<file path="src/rtl/matinv_pkg.sv">
// matinv_pkg: shared state encoding and sizing constants for the matrix-inversion load sequencer
package matinv_pkg;
  localparam int NBYTES_C = 18;
  localparam int CW = $clog2(NBYTES_C);
  localparam int TMO_CYC_DEF = 1024;
  typedef enum logic [2:0] {IDLE, FILL, LAUNCH, STREAM, WAIT_SP, RUN, WAIT_INV, REPORT} state_t;
endpackage

</file>
<file path="src/rtl/matinv_frame_buf.sv">
// matinv_frame_buf: one-frame byte store with a synchronous write port and combinational read port
module matinv_frame_buf import matinv_pkg::*; #(
  parameter int DW = 8
) (
  input  logic          clk,
  input  logic          wr_en,
  input  logic [CW-1:0] wr_idx,
  input  logic [DW-1:0] wr_data,
  input  logic [CW-1:0] rd_idx,
  output logic [DW-1:0] rd_data
);
  logic [DW-1:0] mem [NBYTES_C];
  always_ff @(posedge clk) begin
    if (wr_en) mem[wr_idx] <= wr_data;
  end
  assign rd_data = mem[rd_idx];
endmodule

</file>
<file path="src/rtl/matinv_load_sequencer.sv">
// matinv_load_sequencer: buffers an 18-byte frame, streams it gap-free into the loader, then runs the inverter.
module matinv_load_sequencer import matinv_pkg::*; #(
  parameter int DW = 8,
  parameter int TMO_CYC = TMO_CYC_DEF
) (
  input  logic          clk,
  input  logic          rst,
  input  logic [DW-1:0] s_data,
  input  logic          s_valid,
  output logic          s_ready,
  output logic          sp_start,
  output logic [DW-1:0] sp_serial_in,
  input  logic          sp_done,
  output logic          inv_start,
  input  logic          inv_done,
  output logic          busy,
  output logic          frame_done,
  output logic          err
);
  localparam logic [CW-1:0] LAST = CW'(NBYTES_C - 1);
  state_t state, next;
  logic [CW-1:0] cnt, idx;
  logic [DW-1:0] rd_data;
  logic wr_en, tmo_hit;
`ifdef MATINV_SEQ_TMO_EN
  localparam int TW = $clog2(TMO_CYC) + 1;
  logic [TW-1:0] tmo;
  logic in_wait;
  assign in_wait = state == WAIT_SP || state == WAIT_INV;
  assign tmo_hit = in_wait && tmo == TW'(TMO_CYC - 1);
  always_ff @(posedge clk) begin
    if (rst) begin
      tmo <= '0;
      err <= 1'b0;
    end else begin
      tmo <= (in_wait && next == state) ? tmo + 1'b1 : '0;
      if (tmo_hit && next == IDLE) err <= 1'b1;
    end
  end
`else
  assign tmo_hit = 1'b0;
  assign err = 1'b0;
`endif
  always_ff @(posedge clk) begin
    if (rst) begin
      state <= IDLE;
      cnt <= '0;
      idx <= '0;
    end else begin
      state <= next;
      if (wr_en) cnt <= state == IDLE ? CW'(1) : cnt + 1'b1;
      idx <= state == STREAM ? idx + 1'b1 : '0;
    end
  end
  always_comb begin
    next = state;
    case (state)
      IDLE:     next = s_valid ? FILL : IDLE;
      FILL:     next = (s_valid && cnt == LAST) ? LAUNCH : FILL;
      LAUNCH:   next = STREAM;
      STREAM:   next = idx == LAST ? WAIT_SP : STREAM;
      WAIT_SP:  next = sp_done ? RUN : tmo_hit ? IDLE : WAIT_SP;
      RUN:      next = WAIT_INV;
      WAIT_INV: next = inv_done ? REPORT : tmo_hit ? IDLE : WAIT_INV;
      REPORT:   next = IDLE;
      default:  next = IDLE;
    endcase
  end
  always_comb begin
    s_ready = state == IDLE || state == FILL;
    sp_start = state == LAUNCH;
    sp_serial_in = state == STREAM ? rd_data : '0;
    inv_start = state == RUN;
    busy = state != IDLE;
    frame_done = state == REPORT;
  end
  assign wr_en = s_valid && s_ready;
  matinv_frame_buf #(.DW(DW)) u_buf (
    .clk     (clk),
    .wr_en   (wr_en),
    .wr_idx  (state == IDLE ? '0 : cnt),
    .wr_data (s_data),
    .rd_idx  (idx),
    .rd_data (rd_data)
  );
endmodule

</file>
<file path="config.mk">
export PLATFORM = sky130hd
export DESIGN_NAME = matinv_load_sequencer
export DESIGN_NICKNAME = d
export VERILOG_FILES = /design/src/rtl/matinv_pkg.sv /design/src/rtl/matinv_frame_buf.sv /design/src/rtl/matinv_load_sequencer.sv
export SDC_FILE = /design/constraint.sdc
export NUM_CORES = 1
export LEC_CHECK = 0
export ABC_AREA = 1
export CAP_MARGIN = 20
export CORE_MARGIN = 4
export CORE_UTILIZATION = 31
export DETAILED_ROUTE_END_ITERATION = 12
export DONT_BUFFER_PORTS = 1
export PLACE_DENSITY_LB_ADDON = 0.3
export SYNTH_ARGS = -nofsm -noshare
export SYNTH_HDL_FRONTEND = slang
export SYNTH_SLANG_ARGS = --single-unit
</file>
<file path="constraint.sdc">
create_clock -name clk -period 3.9 [get_ports clk]
set_input_delay 0.39 -clock clk [delete_from_list [all_inputs] [get_ports clk]]
set_output_delay 0.39 -clock clk [all_outputs]
set_load 0.02 [all_outputs]
</file>
# == Yosys cells after proc, flatten, opt, wreduce, memory -nomap -nowiden ==
# Memory sizes are Yosys's and may differ from the RTL's. A register that Yosys moved wholly into a read port is not among the register bits.
# Cells that the tools add are included.
# Widths: inputs -> output; s select.
# op_classes
addsub,2
n_eq_ne,9
mux,12
n_bitwise,1
n_reduce_logical,6
# op_table
operator,count
$pmux 3 s8,1
$mux 5,3
$eq 3x3->1 const B,4
$add 5x1->5 const B,2
$eq 5x5->1 const B,2
$mux 8,1
$eq 3x2->1 const B,2
$mux 1,5
$eq 3x1->1 const B,1
$logic_not 3->1,1
$mux 3,1
$reduce_bool 3->1,1
$logic_and 1x1->1,2
$mux 2,1
$reduce_or 2->1,1
$logic_or 1x1->1,1
$not 1->1,1
# totals
register_bits,13
ram_bits,144
output_inout_bits,14
elab_cells,34
mem_count,1
# mem_list
memory,depth,width,rd,rd_ports_with_merged_regs,wr,line_no,source
u_buf.mem,18,8,1,1,1,matinv_frame_buf.sv:12,logic [DW-1:0] mem [NBYTES_C];

# == Logic depth before layout (Yosys ltp) ==
# Gate-level depths: netlist (run 1).
# depth
depth_word,5
depth_mapped,11
mapped_depth_nobuf,9

# == Cells and area by module ==
# From an unflattened synthesis (run 1), not the netlist that was laid out.
# unflattened
cells_unflattened,735
hier_area_um2,7165.6
# by_module_without_submodules
mod,instances,cells_per_inst,area_each_um2
matinv_frame_buf,1,608,6316.1
matinv_load_sequencer,1,127,849.6

# == Worst setup path after synthesis (run 1) ==
# Ideal clock, no wire load.
# synth_path
kind,register to output
from,register idx[0] (netlist name)
to,output sp_serial_in[6]
arrival_time_ns,1.447
t_required_ns,3.510
setup_slack_ns,2.063
stages_incl_launch_ff,12
cell_sequence,dfxtp_1 -> buf_2 -> inv_2 -> buf_6 -> buf_2 -> nand2_1 -> nand3_1 -> nand2_1 -> nand2_1 -> nand3_1 -> nor2_1 -> nor2_1
# synth_lines
item,line_no,source
to (decl),matinv_load_sequencer.sv:12,"output logic [DW-1:0] sp_serial_in,"

==> results of run 1 <==
final cells by class:
type                       instances  area (sq um)
fill                            2180         14160
clock inverter                    13         212.7
timing repair buffer               3         35.03
tap                              280         350.3
sequential                       157          4586
clock buffer                      19         432.9
multi-input combinational        422          1841
inverter                         126         478.0
cell usage in the layout, fill, tap and decap left out, types with 5 or more instances in the layout:
cell type and n:
o21ai_1 10, a21oi_1 7, nor2_2 6, bufinv_16 5, inv_1 120, clkbuf_16 17
nand4_1 5, dfxtp_1 12, o21ai_0 12, edfxtp_1 144, nand2_1 219, nand3_1 73
nor2_1 68
cell families (layout without fill, tap and decap cells):
family / count (synthesis) / after routing / synth area share, %
simple gates: 382 / 382 / 22.73
buf+inv: 152 / 161 / 8.597
other cells: 1 / 1 / 0.05335
flops: 157 / 157 / 65.22
fa+ha+maj: 4 / 4 / 0.7120
xor+xnor: 1 / 1 / 0.1246
compound gates: 34 / 34 / 2.563
synthesized netlist by cell type:
master      n
o21ai_0    12
nand3_1    73
a31oi_1     1
or2_2       1
a21oi_1     7
nor2_4      1
buf_1       4
buf_2      11
inv_1     120
nand4_1     5
conb_1      1
ha_1        4
buf_6       1
clkinv_1    1
nor2_1     68
nor3_1      4
nand2_4     3
or2_4       1
clkbuf_1    8
dfxtp_1    13
nand2_2     1
edfxtp_1  144
o21ai_1    10
o22ai_1     1
inv_2       4
buf_4       2
xor2_1      1
nor2_2      6
o21bai_1    1
nand2_1   219
clkinv_4    1
o21a_1      2
sequential cells by signal, summed over array words and instances, names as in the netlist:
signal	flops
cnt	5
idx	5
state	3
u_buf.mem	144
final timing paths:
kind                             from  cells past startpoint                    endpoint  slack (ns)
hold / removal                    rst                      1         state[2]$_SDFF_PP0_        0.02
setup reg to reg  state[0]$_SDFF_PP0_                      7  u_buf.mem[15][0]$_DFFE_PP_        1.57
setup / recovery    idx[1]$_SDFF_PP0_                      7             sp_serial_in[1]        1.09
hold reg to reg   cnt[0]$_SDFFE_PP0P_                      2         cnt[0]$_SDFFE_PP0P_        0.53
through the flow:
step	hold slack, ns	util (%)	std cells
final	0.02257	35.92	1020
after global routing	0.005826	35.92	1020
after CTS	0.0009270	35.92	1020
after detailed placement	0.4624	32.99	988
after global placement	0.4609	32.90	987
after floorplan	0.4591	-	731
worst reg2reg max path, delay by kind of cell, from the launching register on:
| family | cells | cell delay (ns) |
|---|---|---|
| buffers and inverters | 1 | 0.08 |
| AND/OR/NAND/NOR | 6 | 1.50 |
| flip-flops | 1 | 0.37 |
routing by layer:
metal | part of all wire [%] | routed length (um)
met3 | 4.3 | 727
met2 | 46 | 7801
met5 | 0 | 0
met1 | 48 | 8134
met4 | 1.9 | 320
report_power, final:
| part | internal [W] | switching (W) | total, W |
|---|---|---|---|
| Sequential | 0.00185 | 0.00000590 | 0.00186 |
| Clock | 0.00114 | 0.000669 | 0.00181 |
| Combinational | 0.0000201 | 0.0000498 | 0.0000699 |
==> key figures, run 1 <==
Global routing
  • Largest net degree at the start of global routing: 83
  • Vias in the first global route: 4533
  • Most used routing layer: met2
  • Met2 GRT Util: 21.97%
  • First-pass GRT wire length: 26430 um
  • GR Overflow Total: 0
  • GRT met3 Usage: 3.425%
  • Global Route Usage Sum: 14.35%
  • Initial antenna violation count: 0
  • Met1 usage: 19.96%

Job
  • MaxCap Viol Count: 0

Logic synthesis
  • Largest area contributor in the netlist: edfxtp_1
  • Area share of the largest cell type after synthesis: 61.52%
  • Synth Register Bits: 157
  • Post-synthesis cell count: 731
  • Top post-synthesis cells by area: edfxtp_1, nand2_1, inv_1
  • Synthesized cell area: 7029 sq um
  • Sequential share of the synthesized area: 65.22%
  • Synth warn: 0
  • Netlist cell types: 32
  • Syn Nets: 748
  • Syn avg cell area: 9.616 sq um

Run status
  • Status: complete, no violations

Route
  • Final ANT Viol Nets: 0
  • Vias: 4580
  • DRC viols: 0
  • DR pass1 iterations: 6
  • Wire per inst: 16.65 um
  • Vias/cell: 4.490
  • DRT Wirelength: 16980 um
  • Initial DRC count: 335

Clock network
  • CTS clock-pin slew for the worst setup and hold paths: 0.06 ns
  • Sink Count: 157
  • Hold Buf Count CTS: 0
  • Worst-Skew Late Latency: 0.43 ns
  • Post-CTS resize count: 0
  • CTS max path bufs: 2
  • CTS tree: built
  • CTS root buffer: clkbuf_16
  • H-Tree Depth: 4
  • Cts bufs inserted: 17
  • Setup bufs post-CTS: 0

Finish
  • Layout cells sized above 1: 6.892%
  • Area Overhead vs Synth: 12.89%
  • Fin area: 7935 sq um
  • # diodes: 0
  • Nets: 744

Floorplan
  • Ports: 27
  • Starting Density: 31.82%
  • FP Rows: 54
  • Die width: 158.6 um
  • Die Span Y: 158.6 um
  • Core footprint: 22090 sq um
  • Die ar.: 25150 sq um

Setup path
  • Crit Path Max Fanout: 26
  • Crit path DAT: 2.42 ns
  • CP startpoint kind: flop
  • Critical path's top delay family: flip-flops
  • Crit-path cells: buf_4 > o21ai_0 > o21ai_1 > nand2_1 > nand2_1 > nor2_1 > nor2_1
  • CP max stage delay: 0.74 ns
  • Worst path required time: 3.51 ns
  • Nature of the critical path endpoint: primary output
  • Slowest-stage cell, CP: dfxtp_1
  • Bufs and invs on worst path: 1
  • Critical path class: reg2out

STA
  • Setup Viol. Count Final: 0
  • Fin. Hold Viols: 0
  • Clk_skew: 0.007620 ns
  • Final setup margin: 1.089 ns
  • Pins Over Slew Limit: 0
  • F_max: 0.3558 GHz
  • Max_slew headroom: 42.48%
  • Worst-Margin Slew: 0.8627 ns
  • Post-layout minimum cycle time: 2.811 ns
  • RSZ-0062 raised after global routing: false
  • Fin crit share: 72.07%
  • Setup TNS: 0 ns

Placement
  • Port Buffer Count: 0
  • Routability cong.: 0.8279
  • Area after DPL: 7289 sq um
  • Final HPWL DP: 10940 um
  • Pre-CTS setup slack: 1.497 ns

Min path
  • Hold Path Class: in2reg

Power
  • P per Cell Area: 470.6 nW/um^2
  • Pwr Total: 0.003734 W
  • Lkg Pwr: 3.215 nW
  • Max IR drop VDD: 321.5 uV
Power figures use the tool's default switching activity.
==> inputs of run 2 (changes only) <==
Clock period 3.9 ns to 2.7 ns, I/O delays scaled along.
==> key figures, run 2 (synthesis gave the netlist of run 1 again) <==
Run status
  • Status: complete, no violations (unchanged)

Finish
  • Largest register by flop count: u_buf.mem (unchanged)
  • Top Registers: u_buf.mem: 144 flops, cnt: 5 flops, idx: 5 flops (unchanged)
  • Max reg flops: 144 (unchanged)
  • Nets: 765 (was 744)
  • Layout cells sized above 1: 8.673% (was 6.892%)
  • Most frequent cells in the layout: nand2_1, edfxtp_1, inv_1 (unchanged)
  • Area Overhead vs Synth: 15.20% (was 12.89%)
  • # diodes: 0 (unchanged)
  • Most common cell after layout, fill and taps aside: nand2_1 (unchanged)

Clock network
  • CTS clock-pin slew for the worst setup and hold paths: 0.06 ns (about the same)
  • Sink Count: 157 (unchanged)
  • Cts bufs inserted: 17 (unchanged)
  • CTS root buffer: clkbuf_16 (unchanged)
  • H-Tree Depth: 4 (unchanged)
  • CTS tree: built (unchanged)
  • Setup bufs post-CTS: 0 (unchanged)
  • Worst-Skew Late Latency: 0.42 ns (was 0.43 ns)
  • CTS max path bufs: 2 (unchanged)
  • Post-CTS resize count: 0 (unchanged)

Global routing
  • Largest net degree at the start of global routing: 54 (was 83)
  • Global Route Usage Sum: 13.97% (was 14.35%)
  • GRT met3 Usage: 2.691% (was 3.425%)
  • Most used routing layer: met2 (unchanged)
  • Met2 GRT Util: 23.91% (was 21.97%)
  • Met1 usage: 18.04% (was 19.96%)
  • First-pass GRT wire length: 26130 um (was 26430 um)
  • Vias in the first global route: 4566 (was 4533)
  • GR Overflow Total: 0 (unchanged)
  • Initial antenna violation count: 3 (was 0)

Floorplan
  • Die Span Y: 158.6 um (unchanged)
  • FP Rows: 54 (unchanged)
  • Core footprint: 22090 sq um (unchanged)
  • Ports: 27 (unchanged)
  • Die width: 158.6 um (unchanged)
  • Starting Density: 31.82% (unchanged)
  • Die ar.: 25150 sq um (unchanged)

Placement
  • Final HPWL DP: 10530 um (was 10940 um)
  • Port Buffer Count: 0 (unchanged)
  • Routability cong.: 0.8169 (was 0.8279)

Setup path
  • Most frequent CP cell: nand2_1
  • Critical path class: reg2out (unchanged)
  • Slowest-stage cell, CP: buf_4 (was dfxtp_1)
  • Crit Path Max Fanout: 24 (was 26)
  • CP max stage delay: 0.36 ns (was 0.74 ns)
  • Crit path DAT: 2.15 ns (was 2.42 ns)
  • CP startpoint kind: flop (unchanged)
  • Nature of the critical path endpoint: primary output (unchanged)
  • Worst path required time: 2.43 ns (was 3.51 ns)
  • Crit-path cells: inv_2 > buf_4 > nand2_1 > nand3_1 > nand2_1 > nand2_1 > nand3_1 > nor2_1 > nor2_1 (was buf_4 > o21ai_0 > o21ai_1 > nand2_1 > nand2_1 > nor2_1 > nor2_1)

STA
  • Post-layout minimum cycle time: 2.424 ns
  • Pins Over Slew Limit: 0 (unchanged)
  • F_max: 0.4126 GHz
  • Clk_skew: 0.009350 ns (was 0.007620 ns)
  • Fin crit share: 89.76%
  • Setup TNS: 0 ns (unchanged)
  • Hold WS: 0.05297 ns (was 0.02257 ns)
  • Max_slew headroom: 38.23% (was 42.48%)
  • RSZ-0062 raised after global routing: false (unchanged)
  • Setup Viol. Count Final: 0 (unchanged)
  • Fin. Hold Viols: 0 (unchanged)
  • Worst-Margin Slew: 0.9236 ns (was 0.8627 ns)

Route
  • Initial DRC count: 274 (was 335)
  • DRC viols: 0 (unchanged)
  • DR pass1 iterations: 5 (was 6)
  • DRT Wirelength: 16530 um (was 16980 um)
  • Wire per inst: 15.88 um (was 16.65 um)
  • Vias/cell: 4.451 (was 4.490)
  • Vias: 4633 (was 4580)
  • Final ANT Viol Nets: 0 (unchanged)

Power
  • Max IR drop VDD: 314.0 uV (was 321.5 uV)
  • Lkg Pwr: 3.314 nW (was 3.215 nW)
  • P per Cell Area: 660.4 nW/um^2 (was 470.6 nW/um^2)

Min path
  • Hold Path Class: in2reg (unchanged)

Job
  • MaxCap Viol Count: 0 (unchanged)
run 2: changes by cell type in the layout (fill, tap and decap cells not counted), sizes merged:
cell         previous run  this run
buf                     3        15
bufinv                  5         2
clkbuf                 19        22
dlygate4sd3             0         9
run 2: final timing paths:
kind	from	to	slack, ns	cells past startpoint
setup reg to reg	state[0]$_SDFF_PP0_	u_buf.mem[4][2]$_DFFE_PP_	0.56	8
setup / recovery	idx[0]$_SDFF_PP0_	sp_serial_in[6]	0.28	9
hold reg to reg	cnt[0]$_SDFFE_PP0P_	cnt[0]$_SDFFE_PP0P_	0.53	2
hold / removal	s_valid	cnt[4]$_SDFFE_PP0P_	0.05	3
run 2: area by class of cell:
type | instances | area (sq um)
Timing Repair Buffer | 24 | 202.7
Clock buffer | 22 | 516.7
Inverter | 126 | 478.0
Tap cell | 280 | 350.3
Fill cell | 2150 | 14000
Sequential cell | 157 | 4586
Clock inverter | 10 | 123.9
Multi-Input combinational cell | 422 | 1841
run 2: worst max-delay path: cells and delay by family (launching register included):
family	cells	cell delay [ns]
buffers and inverters	2	0.63
DFF	1	0.33
and+or+nand+nor	7	0.78
run 2: metal layers:
metal  vias to the layer above  wire [um]
met4                         0        267
met1                      2171       7412
met3                        21        565
met5                         -          0
li1                       2363          -
met2                        78       8286
run 2: power by group:
group,switching (W),leakage (nW),internal (W)
Clock,0.000955,0.310,0.00156
Sequential,0.00000900,1.40,0.00267
Combinational,0.000117,1.60,0.0000387
run 2: timing repair:
| item | CTS | global route |
|---|---|---|
| hold buffers | 9 | 0 |
| endpoints found under the hold margin | 148 | 0 |
| setup endpoints to repair | 0 | 0 |
run 2: stage by stage:
step	std cells	power (W)	setup slack [ns]	cell area [sq um]	util [%]
floorplan	731	0.002807	0.9104	7029	-
global placement	1000	0.002834	0.5848	7367	33.34
detailed placement	1000	0.002836	0.5649	7367	33.34
CTS	1041	0.005397	0.2335	8098	36.65
global route	1041	0.005532	0.1131	8098	36.65
finish	1041	0.005347	0.2764	8098	36.65
